===== config.mk =====
export PLATFORM = sky130hd
export DESIGN_NAME = uart_rx_pack
export DESIGN_NICKNAME = d
export VERILOG_FILES = /design/src/rtl/uart_rx_pkg.sv /design/src/rtl/uart_rx_timeout.sv /design/src/rtl/uart_rx_pack.sv
export SDC_FILE = /design/constraint.sdc
export NUM_CORES = 1
export LEC_CHECK = 0
export ABC_AREA = 1
export CAP_MARGIN = 5
export CORE_MARGIN = 4
export CORE_UTILIZATION = 55
export CTS_BUF_LIST = sky130_fd_sc_hd__clkbuf_8
export CTS_CLUSTER_SIZE = 16
export DETAILED_ROUTE_END_ITERATION = 6
export PLACE_DENSITY = 0.82
export SYNTH_ARGS = -nofsm -noshare
export SYNTH_HDL_FRONTEND = slang
export SYNTH_HIERARCHICAL = 1
export SYNTH_SLANG_ARGS = --single-unit
export TNS_END_PERCENT = 5

===== constraint.sdc =====
create_clock -name clock_125 -period 2.3 [get_ports clock_125]
set_input_delay 0.345 -clock clock_125 [delete_from_list [all_inputs] [get_ports clock_125]]
set_output_delay 0.345 -clock clock_125 [all_outputs]
set_load 0.02 [all_outputs]

===== src/rtl/uart_rx_pkg.sv =====
// uart_rx_pkg: shared types and constants for the UART receive word packer.
package uart_rx_pkg;
  typedef enum logic {EMPTY, FILL} acc_state_e;
  localparam int BYTES_PER_WORD = 4;
  localparam int TIMEOUT_CYC_DEF = 43400;
endpackage


===== src/rtl/uart_rx_timeout.sv =====
// uart_rx_timeout: idle counter that pulses expire after TIMEOUT_CYC enabled cycles.
module uart_rx_timeout
  import uart_rx_pkg::*;
#(
  parameter int TIMEOUT_CYC = TIMEOUT_CYC_DEF,
  parameter int TO_W        = 16
) (
  input  logic clk,
  input  logic rst,
  input  logic clr,
  input  logic en,
  output logic expire
);
  logic [TO_W-1:0] cnt_q, cnt_d;
  // clr has priority so a byte arriving on the expiry cycle wins over the flush
  assign expire = en & ~clr & (cnt_q == TO_W'(TIMEOUT_CYC - 1));
  always_comb cnt_d = (clr | ~en | expire) ? '0 : cnt_q + 1'b1;
  always_ff @(posedge clk) cnt_q <= rst ? '0 : cnt_d;
endmodule


===== src/rtl/uart_rx_pack.sv =====
// uart_rx_pack: packs received UART bytes into 32-bit RX FIFO words; optional UART_RX_ERR_DROP_EN drops fe/pe bytes.
module uart_rx_pack
  import uart_rx_pkg::*;
#(
  parameter int TIMEOUT_CYC = TIMEOUT_CYC_DEF,
  parameter int TO_W        = 16
) (
  input  logic        clock_125,
  input  logic        rst_125,
  input  logic        rx_en,
  input  logic        uart_rxvld,
  input  logic [7:0]  uart_rxdata,
  input  logic        ne_flag,
  input  logic        fe_flag,
  input  logic        pe_flag,
  input  logic        uart_rxfifo_full,
  output logic        uart_rxfifo_wren,
  output logic [31:0] uart_rxfifo_data,
  output logic [2:0]  uart_rxfifo_bcnt,
  input  logic        rx_ovr_clr,
  output logic        rx_ovr_err,
  output logic [7:0]  rx_err_cnt
);
  acc_state_e  state_q, state_d;
  logic [31:0] acc_q, acc_d, hold_q, hold_d, acc_wr;
  logic [1:0]  idx_q, idx_d;
  logic [2:0]  hcnt_q, hcnt_d;
  logic        pend_q, pend_d, ovr_q, ovr_d;
  logic        bad, accept, complete, expire, xfer, hold_free;
  logic        unused_flags;
`ifdef UART_RX_ERR_DROP_EN
  logic [7:0]  errc_q, errc_d;
  assign bad = fe_flag | pe_flag;
  assign unused_flags = ne_flag;
  always_comb errc_d = rx_ovr_clr ? 8'd0 :
                       (uart_rxvld & rx_en & bad & (errc_q != 8'hFF)) ? errc_q + 8'd1 : errc_q;
  always_ff @(posedge clock_125) errc_q <= rst_125 ? 8'd0 : errc_d;
  assign rx_err_cnt = errc_q;
`else
  assign bad = 1'b0;
  assign unused_flags = ^{ne_flag, fe_flag, pe_flag};
  assign rx_err_cnt = 8'd0;
`endif
  assign accept    = uart_rxvld & rx_en & ~bad;
  assign complete  = accept & (idx_q == 2'(BYTES_PER_WORD - 1));
  assign xfer      = complete | expire;
  assign acc_wr    = acc_q | ({24'd0, accept ? uart_rxdata : 8'd0} << {idx_q, 3'b000});
  assign hold_free = ~pend_q | ~uart_rxfifo_full;
  assign uart_rxfifo_wren = pend_q & ~uart_rxfifo_full & ~rst_125;
  assign uart_rxfifo_data = hold_q;
  assign uart_rxfifo_bcnt = hcnt_q;
  assign rx_ovr_err       = ovr_q;
  uart_rx_timeout #(.TIMEOUT_CYC(TIMEOUT_CYC), .TO_W(TO_W)) u_timeout (
    .clk    (clock_125),
    .rst    (rst_125),
    .clr    (accept | ~rx_en),
    .en     (state_q == FILL),
    .expire (expire)
  );
  always_comb begin
    state_d = state_q;
    acc_d   = acc_q;
    idx_d   = idx_q;
    hold_d  = hold_q;
    hcnt_d  = hcnt_q;
    pend_d  = uart_rxfifo_wren ? 1'b0 : pend_q;
    ovr_d   = rx_ovr_clr ? 1'b0 : ovr_q;
    if (!rx_en) begin
      state_d = EMPTY;
      acc_d   = '0;
      idx_d   = '0;
    end else if (xfer) begin
      state_d = EMPTY;
      acc_d   = '0;
      idx_d   = '0;
      // HOLD reloads when empty or draining this cycle; otherwise the new word is lost
      if (hold_free) begin
        hold_d = acc_wr;
        hcnt_d = complete ? 3'd4 : {1'b0, idx_q};
        pend_d = 1'b1;
      end else begin
        ovr_d = 1'b1;
      end
    end else if (accept) begin
      state_d = FILL;
      acc_d   = acc_wr;
      idx_d   = idx_q + 2'd1;
    end
  end
  always_ff @(posedge clock_125) begin
    if (rst_125) begin
      state_q <= EMPTY;
      acc_q   <= '0;
      idx_q   <= '0;
      hold_q  <= '0;
      hcnt_q  <= '0;
      pend_q  <= 1'b0;
      ovr_q   <= 1'b0;
    end else begin
      state_q <= state_d;
      acc_q   <= acc_d;
      idx_q   <= idx_d;
      hold_q  <= hold_d;
      hcnt_q  <= hcnt_d;
      pend_q  <= pend_d;
      ovr_q   <= ovr_d;
    end
  end
endmodule


## After elaboration in Yosys (flattened, before gate mapping)

Cells that the tools add are included.

| storage, ports and cells | value |
|---|---|
| flip-flop bits (word level) | 88 |
| input port bits | 17 |
| output and inout port bits | 45 |
| logic and storage cells | 44 |

| cells by class | value |
|---|---|
| add/sub/neg operators | 2 |
| eq/ne operators | 2 |
| shifts and indexed selects | 1 |
| mux-type cells | 10 |
| bitwise gates (word level) | 18 |
| reductions and logical operators | 3 |

Operators by type and width:

| kind | number |
|---|---|
| $or A32 B32 Y32 | 1 |
| $shl A8 B5 Y32 | 1 |
| $add A16 B1 Y16 const B | 1 |
| $eq A16 B16 Y1 const B | 1 |
| $mux W1 | 8 |
| $mux W8 | 1 |
| $and A1 B1 Y1 | 6 |
| $not A1 Y1 | 6 |
| $or A1 B1 Y1 | 5 |
| $mux W3 | 1 |
| $reduce_and A3 Y1 | 1 |
| $reduce_or A3 Y1 | 1 |
| $add A2 B1 Y2 const B | 1 |
| $eq A2 B2 Y1 const B | 1 |
| $reduce_or A2 Y1 | 1 |

## Depth between registers and ports, before layout

| depth | value |
|---|---|
| depth after elaboration | 8 |
| gate-level depth with buffers | 12 |
| depth with buffers taken out | 11 |

## Modules after synthesis

The synthesis kept the hierarchy.

Modules (own cells, without submodules):

| module | times used | cells each | area each (um2) | seq. area each (um2) |
|---|---|---|---|---|
| uart_rx_pack | 1 | 438 | 3022.9 | 1441.4 |
| uart_rx_timeout | 1 | 128 | 833.3 | 320.3 |

## Worst setup path after synthesis

OpenSTA, ideal clock, no wires.

| timing path | value |
|---|---|
| kind | reg2reg |
| start | register u_timeout.cnt_q[0] |
| end | register hold_q[10], in the netlist uart_rxfifo_data[10] |
| library setup time | 0.113 ns |
| arrival | 1.641 ns |
| data required time | 2.187 ns |
| setup slack | 0.546 ns |
| stages on the path, launching flop included | 13 |
| path buffers | 2 |
| period minus slack after synthesis | 1.754 ns |
| path through | dfxtp_1 ha_1 nand4_1 nor2_1 nand2_1 nor2_1 inv_1 nand2_2 nand3_2 buf_4 buf_6 nor2_1 nor2_1 |

| on the way | value |
|---|---|
| word-level cells in the longest chain between the ends | 4 |

Ends and longest elaborated chain:

| item | RTL line | text |
|---|---|---|
| start: declaration | uart_rx_timeout.sv:14 | `logic [TO_W-1:0] cnt_q, cnt_d;` |
| start signal: assignment | uart_rx_timeout.sv:18 | `always_ff @(posedge clk) cnt_q <= rst ? '0 : cnt_d;` |
| $eq A16 B16 Y1 | uart_rx_timeout.sv:16 | `assign expire = en & ~clr & (cnt_q == TO_W'(TIMEOUT_CYC - 1));` |
| $and A1 B1 Y1 | uart_rx_timeout.sv:16 |  |
| via expire | uart_rx_pack.sv:29 | `logic bad, accept, complete, expire, xfer, hold_free;` |
| $or A1 B1 Y1 | uart_rx_pack.sv:46 | `assign xfer = complete \| expire;` |
| $reduce_and A3 Y1 (no source line) | n/a |  |
| end signal: assignment | uart_rx_pack.sv:103 | `hold_q <= hold_d;` |
| end: declaration | uart_rx_pack.sv:25 | `logic [31:0] acc_q, acc_d, hold_q, hold_d, acc_wr;` |

The timed path passes the listed nets, and every way through them passes these cells.
A chain may end at the register's enable or synchronous reset.

## Worst setup path in the final report

| timing path | value |
|---|---|
| start | input port rst_125 |
| end | output port uart_rxfifo_wren |

| on the way | value |
|---|---|
| word-level cells in the longest chain between the ends | 2 |

Ends and longest elaborated chain:

| item | RTL line | text |
|---|---|---|
| start: declaration | uart_rx_pack.sv:9 | `input logic rst_125,` |
| $not A1 Y1 | uart_rx_pack.sv:49 | `assign uart_rxfifo_wren = pend_q & ~uart_rxfifo_full & ~rst_125;` |
| $and A1 B1 Y1 | uart_rx_pack.sv:49 |  |
| end: declaration | uart_rx_pack.sv:17 | `output logic uart_rxfifo_wren,` |

No other way between the ends.

==> metrics.md <==
| Metric | Value |
|---|---|
| Outcome | completed |
| Count of final hold-check violations | 0 |
| Vias | 3,379 |
| R2R cell count | 11 |
| Most frequent cells in the layout | nand2_1, nor2_1, inv_1 |
| Post-DRT Antenna Nets | 0 |
| Area of the core | 6790 um^2 |
| Crit path required time | 1.96 ns |
| Final #Nets | 632 |
| Post-synthesis cell type count | 25 |
| Clock sinks | 88 |
| Cell Area, Synth | 3860 um^2 |
| Initial core utilization | 56.8% |
| I/O pin count | 62 |
| Crit Path Class | in2out |
| # rows | 30 |
| Die Area | 8420 um^2 |
| FF-to-FF End | uart_rxfifo_data[19] |
| Max-Cap Viols | 0 |
| Crit path arrival time | 1.65 ns |
| Drt wl/cell | 11.3 um |
| Tmin final | 2.00 ns |
| # port buffers | 50 |
| Hold Crit Start | acc_q[28] |
| Hold buffer count at cts | 0 |
| Iter 0 DRT Violations | 196 |
| DIE WIDTH | 91.7 um |
| Num CTS Buffers | 9 |
| GPL Wtd Cong | 0.814 |
| Total global routing overflow | 0 |
| Synth top area cells | dfxtp_1, nand2_1, nor2_1 |
| Total Power | 2.70 mW |
| Syn-to-layout area delta | 19.2% |
| Asr flop ratio synth | 0% |
| Vias in the first global route | 3,195 |
| CTS root buf | clkbuf_8 |
| Diode count | 0 |
| Resized Gates After CTS | 0 |
| Htree depth | 3 |
| Filler cell count | 614 |
| First-pass GRT wire length | 14.0 mm |
| Setup Buffers After CTS | 0 |
| Commonest non-fill, non-tap cell in the layout | nand2_1 |
| CP max FO | 4 |
| Fmax | 0.501 GHz |
| Fin crit share | 86.9% |
| GRT Overall Usage | 20.2% |
| Initial antenna violation count | 0 |
| Cell Pwr Density | 587 nW/um^2 |
| Max VDD drop | 334 uV |
| WHS | 0.458 ns |
| WHS Path Cells | 2 |
| RSZ-0062 raised after global routing | false |
| Post-synth EDFFs | 0 |
| P_leak | 2.13 nW |
| Syn_area_per_cell | 6.81 um^2 |
| Sequential-to-total area share from yosys stat | 45.7% |
| Path category of the worst min-delay check | reg2reg |
| Post-layout util | 67.7% |
| Vias per cell | 4.73 |
| Yosys reg bits | 88 |
| Synth top area share | 45.7% |
| Routed WL | 8.05 mm |
| Dpl hpwl | 5.54 mm |
| CTS tree | built |
| Pins over their slew limit | 0 |
| Crit. End Element | output pin |
| Final Setup Violations | 0 |
| Drt first pass iters | 4 |
| Worst reg2reg path startpoint | u_timeout/cnt_q[0] |
| Layout cells sized above 1 | 5.18% |
| Min-Delay Endpoint | acc_q[28] |
| Synth area leader | dfxtp_1 |
| Clock-pin slew on the worst setup and hold paths | 0.08 ns |
| Worst setup SP type | primary input |
| Largest net degree at the start of global routing | 39 |
| Setup Skew | 0.0140 ns |
| Main synth FF type | dfxtp_1 |
| DRC | 0 |
| Ys Warns | 6 |
| CTS Buffer Depth | 2 |
| Die Ht | 91.7 um |
| Setup TNS | 0 ns |
| Synth Instances | 566 |
| R2R Setup Slk | 0.33 ns |
| Worst skew pair latency | 0.36 ns |
==> per-layer routing <==
metal  GRT usage [%]  share of wire [%]
met5               0                  0
met4            8.79                1.7
met3            3.53                4.7
met2            34.8                 49
met1            24.7                 45
==> metrics by stage <==
step | setup slack [ns] | area, um^2 | instances
detailed placement | 0.300 | 4400 | 698
CTS | 0.298 | 4600 | 714
finish | 0.302 | 4600 | 714
global route | 0.161 | 4600 | 714
floorplan | 0.546 | 3880 | 573
global placement | 0.330 | 4400 | 698
==> power breakdown <==
| part | switching [mW] | leakage (nW) | internal [mW] | total [mW] |
|---|---|---|---|---|
| logic | 0.0729 | 1.33 | 0.0370 | 0.110 |
| registers | 0.00258 | 0.709 | 1.53 | 1.53 |
| clock network | 0.558 | 0.0893 | 0.501 | 1.06 |
==> area by class of cell <==
class,count,area (um^2),share of cell area (%)
sequential,88,1760,38.3
multi-input combinational,362,1580,34.5
timing repair buffer,57,578,12.6
inverter,95,357,7.76
clock buffer,9,124,2.69
tap,96,120,2.61
clock inverter,7,72.6,1.58
==> cells by family after synthesis <==
family	Yosys count	share of synthesized area (%)
xor gates and xnor gates	4	0.909
AOI/OAI and AO/OA	48	6.36
DFF	88	45.7
adders and majority gates	2	0.649
and+or+nand+nor	300	32.4
other	1	0.0972
buffers and inverters	123	13.9
==> critical path: stages <==
cell,delay [ns]
clkdlybuf4s50_1,0.48
inv_2,0.09
nand2_1,0.05
nor2_1,0.08
clkdlybuf4s50_1,0.60
==> how the worst max path moves through the flow <==
stage                                  start                   end  slack (ns)  cells after the start
after global placement                 rx_en  uart_rxfifo_data[27]        0.33                     11
after global routing      u_timeout/cnt_q[0]  uart_rxfifo_data[26]        0.16                     12
after detailed placement             rst_125      uart_rxfifo_wren        0.30                      5
after floorplan           u_timeout/cnt_q[0]  uart_rxfifo_data[10]        0.55                     12
final                                rst_125      uart_rxfifo_wren        0.30                      5
after CTS                            rst_125      uart_rxfifo_wren        0.30                      5
==> registers in the layout, summed over array words and instances, names as in the netlist <==
name and cells:
acc_q 32, idx_q 2, pend_q 1, rx_ovr_err 1
state_q 1, u_timeout/cnt_q 16, uart_rxfifo_bcnt 3, uart_rxfifo_data 32
==> cells in the mapped netlist, drive strengths merged, types with 2 or more instances <==
cell	count
or2	2
inv	95
o21bai	2
nand2	147
xnor2	3
nand3	45
nand4	8
dfxtp	88
nor2	97
clkbuf	3
buf	25
ha	2
a21oi	45
No activity file was read; power rests on OpenSTA's default activity.
